<file path="config.mk">
export PLATFORM = sky130hd
export DESIGN_NAME = prog_loader
export DESIGN_NICKNAME = d
export VERILOG_FILES = /design/src/rtl/prog_loader_pkg.sv /design/src/rtl/prog_loader.sv
export SDC_FILE = /design/constraint.sdc
export NUM_CORES = 1
export LEC_CHECK = 0
export ABC_CLOCK_PERIOD_IN_PS = 3230
export CAP_MARGIN = 20
export CORE_MARGIN = 2
export CORE_UTILIZATION = 35
export CTS_CLUSTER_DIAMETER = 120
export CTS_CLUSTER_SIZE = 40
export DETAILED_ROUTE_END_ITERATION = 10
export DONT_BUFFER_PORTS = 1
export PLACE_DENSITY = 0.48
export SETUP_SLACK_MARGIN = 0.2
export SLEW_MARGIN = 20
export SYNTH_ARGS = -nofsm -noshare
export SYNTH_HDL_FRONTEND = slang
export SYNTH_SLANG_ARGS = --single-unit
</file>
<file path="constraint.sdc">
create_clock -name CLK -period 3.23 [get_ports CLK]
set_clock_uncertainty 0.2 [all_clocks]
set_input_delay 0.323 -clock CLK [delete_from_list [all_inputs] [get_ports CLK]]
set_output_delay 0.323 -clock CLK [all_outputs]
set_load 0.05 [all_outputs]
</file>
<file path="src/rtl/prog_loader_pkg.sv">
// rtl/prog_loader_pkg.sv - command bytes and FSM state encoding for prog_loader
package prog_loader_pkg;

  localparam logic [7:0] CMD_I = 8'h49;
  localparam logic [7:0] CMD_D = 8'h44;
  localparam logic [7:0] CMD_G = 8'h47;
  localparam logic [7:0] CMD_H = 8'h48;

  typedef enum logic [2:0] {
    S_IDLE  = 3'd0,
    S_HDR   = 3'd1,
    S_DATA  = 3'd2,
    S_WRITE = 3'd3,
    S_CSUM  = 3'd4,
    S_RUN   = 3'd5
  } state_t;

endpackage

</file>
<file path="src/rtl/prog_loader.sv">
// rtl/prog_loader.sv - framed byte-stream loader into imem/dmem with core go/halt control
module prog_loader
  import prog_loader_pkg::*;
#(
  parameter int ADDR_W = 12
) (
  input  logic              CLK,
  input  logic              RST,
  input  logic [7:0]        rx_data,
  input  logic              rx_valid,
  output logic              rx_ready,
  output logic              mem_we,
  output logic              mem_sel,
  output logic [ADDR_W-1:0] mem_addr,
  output logic [31:0]       mem_wdata,
  input  logic              mem_ready,
  output logic              core_rst,
  output logic              done,
  output logic              err
);

  state_t              r_state;
  logic [1:0]          r_hdr_cnt;
  logic [1:0]          r_byte_cnt;
  logic [7:0]          r_lo;
  logic [15:0]         r_cnt;
  logic [23:0]         r_word;
  logic [7:0]          r_csum;
  logic [ADDR_W-1:0]   r_addr;
  logic [31:0]         r_wdata;
  logic                r_sel;
  logic                r_we;
  logic                r_core_rst;
  logic                r_done;
  logic                r_err;

  logic                w_fire;
  logic [15:0]         w_hdr16;

  // The only state that stalls the host is the memory write handshake.
  assign rx_ready  = (r_state != S_WRITE);
  assign w_fire    = rx_valid && rx_ready;
  assign w_hdr16   = {rx_data, r_lo};

  assign mem_we    = r_we;
  assign mem_sel   = r_sel;
  assign mem_addr  = r_addr;
  assign mem_wdata = r_wdata;
  assign core_rst  = r_core_rst;
  assign done      = r_done;
  assign err       = r_err;

  always_ff @(posedge CLK) begin
    if (RST) begin
      r_state    <= S_IDLE;
      r_hdr_cnt  <= 2'd0;
      r_byte_cnt <= 2'd0;
      r_lo       <= 8'd0;
      r_cnt      <= 16'd0;
      r_word     <= 24'd0;
      r_csum     <= 8'd0;
      r_addr     <= '0;
      r_wdata    <= 32'd0;
      r_sel      <= 1'b0;
      r_we       <= 1'b0;
      r_core_rst <= 1'b1;
      r_done     <= 1'b0;
      r_err      <= 1'b0;
    end else begin
      case (r_state)
        S_IDLE: begin
          if (w_fire) begin
            case (rx_data)
              CMD_I, CMD_D: begin
                r_sel     <= (rx_data == CMD_D);
                r_csum    <= 8'd0;
                r_hdr_cnt <= 2'd0;
                r_state   <= S_HDR;
              end
              CMD_G: begin
                if (!r_err) begin
                  r_core_rst <= 1'b0;
                  r_done     <= 1'b1;
                  r_state    <= S_RUN;
                end
              end
              CMD_H: ;
              default: r_err <= 1'b1;
            endcase
          end
        end

        S_HDR: begin
          if (w_fire) begin
            r_csum    <= r_csum + rx_data;
            r_hdr_cnt <= r_hdr_cnt + 2'd1;
            case (r_hdr_cnt)
              2'd0, 2'd2: r_lo <= rx_data;
              2'd1:       r_addr <= ADDR_W'(w_hdr16);
              default: begin
                r_cnt      <= w_hdr16;
                r_byte_cnt <= 2'd0;
                r_state    <= (w_hdr16 == 16'd0) ? S_CSUM : S_DATA;
              end
            endcase
          end
        end

        S_DATA: begin
          if (w_fire) begin
            r_csum     <= r_csum + rx_data;
            r_byte_cnt <= r_byte_cnt + 2'd1;
            case (r_byte_cnt)
              2'd0: r_word[7:0]   <= rx_data;
              2'd1: r_word[15:8]  <= rx_data;
              2'd2: r_word[23:16] <= rx_data;
              default: begin
                r_wdata <= {rx_data, r_word};
                r_we    <= 1'b1;
                r_state <= S_WRITE;
              end
            endcase
          end
        end

        S_WRITE: begin
          if (mem_ready) begin
            r_we    <= 1'b0;
            r_addr  <= r_addr + 1'b1;
            r_cnt   <= r_cnt - 16'd1;
            r_state <= (r_cnt == 16'd1) ? S_CSUM : S_DATA;
          end
        end

        S_CSUM: begin
          if (w_fire) begin
            if (rx_data != r_csum) r_err <= 1'b1;
            r_state <= S_IDLE;
          end
        end

        S_RUN: begin
          if (w_fire && rx_data == CMD_H) begin
            r_core_rst <= 1'b1;
            r_done     <= 1'b0;
            r_state    <= S_IDLE;
          end
        end

        default: r_state <= S_IDLE;
      endcase
    end
  end

endmodule

</file>
Word-level counts from Yosys, hierarchy flattened
Index checks and enable logic that the tools add are counted.
{"block": "totals", "regBits": 112, "output_inout_bits": 50}
{"block": "classes", "n_addsub": 5, "n_eq_ne": 33, "muxes": 52, "bitwise": 1, "n_reduce_logical": 34}
{"operator": "$mux W16", "count": 3}
{"operator": "$mux W12", "count": 3}
{"operator": "$mux W3", "count": 11}
{"operator": "$eq A8 B7 Y1 const B", "count": 4}
{"operator": "$pmux W16 S2", "count": 1}
{"operator": "$mux W8", "count": 3}
{"operator": "$ne A2 B2 Y1 const B", "count": 12}
{"operator": "$pmux W12 S2", "count": 1}
{"operator": "$reduce_and A4 Y1", "count": 6}
{"operator": "$pmux W3 S6", "count": 1}
{"operator": "$reduce_and A3 Y1", "count": 6}
{"operator": "$eq A16 B1 Y1 const B", "count": 1}
{"operator": "$logic_not A16 Y1", "count": 1}
{"operator": "$pmux W8 S2", "count": 1}
{"operator": "$sub A16 B1 Y16 const B", "count": 1}
{"operator": "$mux W1", "count": 15}
{"operator": "$reduce_bool A2 Y1", "count": 7}
{"operator": "$add A12 B1 Y12 const B", "count": 1}
{"operator": "$mux W2", "count": 6}
{"operator": "$reduce_and A10 Y1", "count": 1}
{"operator": "$reduce_and A5 Y1", "count": 2}
{"operator": "$add A8 B8 Y8", "count": 1}
{"operator": "$ne A8 B8 Y1", "count": 1}
{"operator": "$pmux W1 S2", "count": 4}
{"operator": "19 further kinds", "count": 32}

Longest topological paths before layout
{"block": "depth", "word_depth": 5, "ltp_mapped": 9, "ltp_nobuf": 8}

Worst setup path after synthesis
Ideal clock, no wire load.
{"block": "synth_timing", "path_kind": "input -> register", "from": "input port rx_data[7]", "to": "register r_state[2]", "setup_ns": 0.115, "t_arrival_ns": 2.146, "t_required_ns": 2.915, "slack_ns": 0.769, "cell_stages": 6, "path_buffers": 1, "cell_sequence": "buf_6 or3_4 or3_4 a311o_1 or4_1 and3_1"}
{"block": "synth_between", "elab_chain_cells": 5}
{"item": "start: declaration", "line": "prog_loader.sv:9", "rtl": "input logic [7:0] rx_data,"}
{"item": "$eq A8 B7 Y1 or $logic_not A16 Y1 (tied branches)", "line": "prog_loader.sv:73, prog_loader.sv:103"}
{"item": "$reduce_or A2 Y1 or $mux W3 (tied branches)", "line": "prog_loader.sv:73, prog_loader.sv:103"}
{"item": "$pmux W3 S2 or $mux W3 (tied branches)", "line": "prog_loader.sv:73, prog_loader.sv:97"}
{"item": "$mux W3, on equally long branches", "line": "prog_loader.sv:72, prog_loader.sv:94"}
{"item": "$pmux W3 S6", "line": "prog_loader.sv:70", "rtl": "case (r_state)"}
{"item": "end signal: assignment", "line": "prog_loader.sv:103", "rtl": "r_state <= (w_hdr16 == 16'd0) ? S_CSUM : S_DATA;"}
{"item": "end signal: assignment", "line": "prog_loader.sv:131", "rtl": "r_state <= (r_cnt == 16'd1) ? S_CSUM : S_DATA;"}
{"item": "end: declaration", "line": "prog_loader.sv:22", "rtl": "state_t r_state;"}
Several ways; a longest one is shown, not always the timed one. The select of a mux whose other input is x is not followed.
A chain may end at the register's enable or synchronous reset.

Final worst setup path
{"block": "layout_timing", "from": "register r_state[0]", "to": "register r_sel, in the netlist mem_sel"}
{"block": "layout_between", "elab_chain_cells": 3}
{"item": "$ne A3 B2 Y1", "line": "prog_loader.sv:41", "rtl": "assign rx_ready = (r_state != S_WRITE);"}
{"item": "$logic_and A1 B1 Y1", "line": "prog_loader.sv:42", "rtl": "assign w_fire = rx_valid && rx_ready;"}
{"item": "$reduce_and A3 Y1 (no line) (*)"}
{"item": "end signal: assignment", "line": "prog_loader.sv:75", "rtl": "r_sel <= (rx_data == CMD_D);"}
{"item": "end: declaration", "line": "prog_loader.sv:31", "rtl": "logic r_sel;"}
Mark *: on every way between the ends. The rest lies on a longest branch, timed or not.

==> impl_metrics.toml <==
[route]
dr.pass1.iters = 4
vias_per_cell = 5.50
final_antenna_net_count = 0
drt_wl_total_mm = 16.1
drtIter0Drc = 412
wl_per_cell_um = 17.5
via_count = 5075
drc = 0

[yosys]
synth-edff-count = 0
synth_area_leader_cell = "dfxtp_1"
ys.warnings.count = 0
yosys.cell_types.count = 62
synth_most_common_cell = "nand2_1"
synth_area_leaders = "dfxtp_1 (40%), a21oi_1 (9.4%), nand2_1 (8.8%)"
synth.avg_cell_area_um2 = 7.75
netlist_top_cells_count = "nand2_1 (131), dfxtp_1 (112), a21oi_1 (105), nand3_1 (44), clkbuf_1 (43)"
async_flop_share_pct = 0
synth_top_flop_cell = "dfxtp_1"
synth.ff_latch_count = 112
synth_top_area_share_pct = 40.2
syn_area_um2 = 5580
postSynthCellCount = 720
synth_nets = 751
ys_seq_area_share_pct = 40.2

[sta]
finalSetupTns_ps = 0
max_slew_margin_pct = 50.9
min_period_over_period_pct = 84.6
setup_viol = 0
hold_viol_final = 0
tightest_slew_ps = 736
rsz0062_at_grt = "false"
final-max-slew-violation-count = 0
timing.fmax_ghz = 0.366
layout_min_cycle_time_ps = 2730

[worst_setup_path]
crit_chain = "or2_2 -> nor3_1 -> nand4_1 -> nand2_1 -> a21oi_1 -> dlygate4sd3_1"
crit_fanout = 16
slowest_delay_ps = 570
timing.critical_path.buf_inv = 1
cp.required_ps = 3280
crit_path_start_kind = "flop"
crit_slowest_cell = "dlygate4sd3_1"
critPathArrivalTime_ps = 2790
crit_type = "flop to flop"
critPathCaptureType = "flop"
crit_family = "simple AND/OR/NAND/NOR gates"

[grt]
overflow = 0
antenna_found_initial = 0
gr-usage-all-layers_pct = 19.5
grt_pass1_wl_mm = 25.7
grt_pass1_vias = 4800
grt_max_degree = 108

[run]
maxCapViolations = 0

[pwr]
seqPwrFrac_pct = 53.4
clockPowerShare_pct = 42.8
combPwrFrac_pct = 3.8
p_sw_uw = 641
vdd_drop_max_v = 0.000249
internal_power_mw = 1.96
power.density_nw_per_um2 = 425
p_leak_nw = 2.03
swShare_pct = 24.7

[outcome]
status = "complete, no violations"

[final_layout]
nets = 732
syn_to_final_growth_pct = 9.41
final_area_um2 = 6110
nFillCells = 1660
antenna_cells = 0
instances_no_fill = 922
drive_gt1_share_pct = 5.81

[floorplanning]
io_pins = 62
die_h_um = 130
start_util_pct = 35.5
core_region_area_um2 = 15700
rows = 46
die-width_um = 130
dieArea_um2 = 17000

[worst_hold_path]
hp-class = "input pin to flop"

[clocking]
insertion_delay_ps = 360
htreeDepth = 3
numCtsBuffers = 9
ctsRootBufferMaster = "clkbuf_16"
clkTransAtPathRegs_ps = 80
cts.sinks = 112
cts_tree = "built"
clock_path_buffers = 2
cts_setup_buffers = 0

[placement]
dp_hpwl_mm = 10.2
io_buffers = 0
place.gp.congestion = 0.873
placed_cells = 896
placedInstanceArea_um2 = 5700
[repair_timing]
action                    CTS  global route
hold buffers               10             0
gates resized for setup     0             0
hold endpoints to repair  107             0
[power by group through the flow]
| stage | clock, mW | sequential, mW | combinational (mW) |
|---|---|---|---|
| 6_report | 1.11 | 1.39 | 0.0986 |
| 5_1_grt | 1.21 | 1.39 | 0.109 |
| 4_1_cts | 1.14 | 1.39 | 0.0995 |
| 3_5_place_dp | 0 | 1.42 | 0.0512 |
| 3_3_place_gp | 0 | 1.42 | 0.0510 |
| 2_1_floorplan | 0 | 1.42 | 0.0718 |
[area by class of cell]
cell class	count	area [um^2]	area share [%]
sequential	112	2240	36.7
timing repair buffer	22	208	3.40
inverter	19	71.3	1.17
clock inverter	7	62.6	1.02
multi-input combinational	537	3030	49.6
clock buffer	9	225	3.69
tap	216	270	4.43
[metrics by stage]
step           power, mW  worst slack (ps)  hold slack [ps]  utilization, %
2_1_floorplan       1.49               769              232               -
3_5_place_dp        1.47               764              201            36.3
6_report            2.60               496             10.8            38.9
4_1_cts             2.63               535             5.63            38.9
5_1_grt             2.70               313             16.7            38.9
3_3_place_gp        1.47               770              200            36.3
[flip-flops by register name (all words and copies together), names as in the netlist]
name	flops
core_rst	1
done	1
err	1
mem_addr	12
mem_sel	1
mem_wdata	32
mem_we	1
r_byte_cnt	2
r_cnt	16
r_csum	8
r_hdr_cnt	2
r_lo	8
r_state	3
r_word	24
[layout by cell type (no fill, tap or decap), types with 3 or more instances in the layout]
| cell type | count |
|---|---|
| a211oi_1 | 8 |
| a21o_1 | 10 |
| a21oi_1 | 105 |
| a311oi_1 | 3 |
| a31oi_1 | 7 |
| and2_1 | 6 |
| and3_1 | 5 |
| buf_4 | 12 |
| clkbuf_16 | 9 |
| dfxtp_1 | 112 |
| dlygate4sd3_1 | 9 |
| ha_1 | 18 |
| inv_1 | 19 |
| mux2i_1 | 8 |
| nand2_1 | 131 |
| nand2b_1 | 3 |
| nand3_1 | 44 |
| nand4_1 | 9 |
| nand4b_1 | 4 |
| nor2_1 | 36 |
| nor2b_1 | 4 |
| nor3_1 | 13 |
| nor4_1 | 12 |
| nor4b_1 | 3 |
| o211ai_1 | 3 |
| o21a_1 | 4 |
| o21ai_0 | 39 |
| o21bai_1 | 3 |
| o31ai_1 | 8 |
| o41ai_1 | 4 |
| or2_2 | 3 |
| or3_1 | 4 |
| or4_1 | 4 |
[per-layer routing]
layer / vias up / wire [um] / track usage [%]
met5: - / 0 / 0
met3: 19 / 734 / 3.57
met4: 0 / 321 / 7.21
met2: 116 / 7620 / 32.5
met1: 2404 / 7450 / 25.4
li1: 2536 / - / -
[final timing paths]
kind	from	to	cells past startpoint	slack, ps
worst max register to register	r_state[0]$_SDFFE_PP0P_	mem_sel$_SDFFE_PP0P_	6	500
worst max-delay path	r_state[0]$_SDFFE_PP0P_	mem_sel$_SDFFE_PP0P_	6	500
worst min register to register	r_word[2]$_SDFFE_PP0P_	mem_wdata[2]$_SDFFE_PP0P_	2	260
worst min-delay path	rx_data[6]	r_cnt[14]$_SDFFE_PP0P_	2	10
[logic make-up (layout without fill, tap and decap cells)]
logic type / after synthesis / after routing / synth area share, %
mux: 8 / 8 / 1.43
fa+ha+maj: 19 / 19 / 4.39
flops: 112 / 112 / 40.2
simple gates: 294 / 294 / 25.3
xor+xnor: 2 / 2 / 0.314
buf+inv: 71 / 57 / 5.58
compound gates: 214 / 214 / 22.8
(Power assumes the default switching activity.)
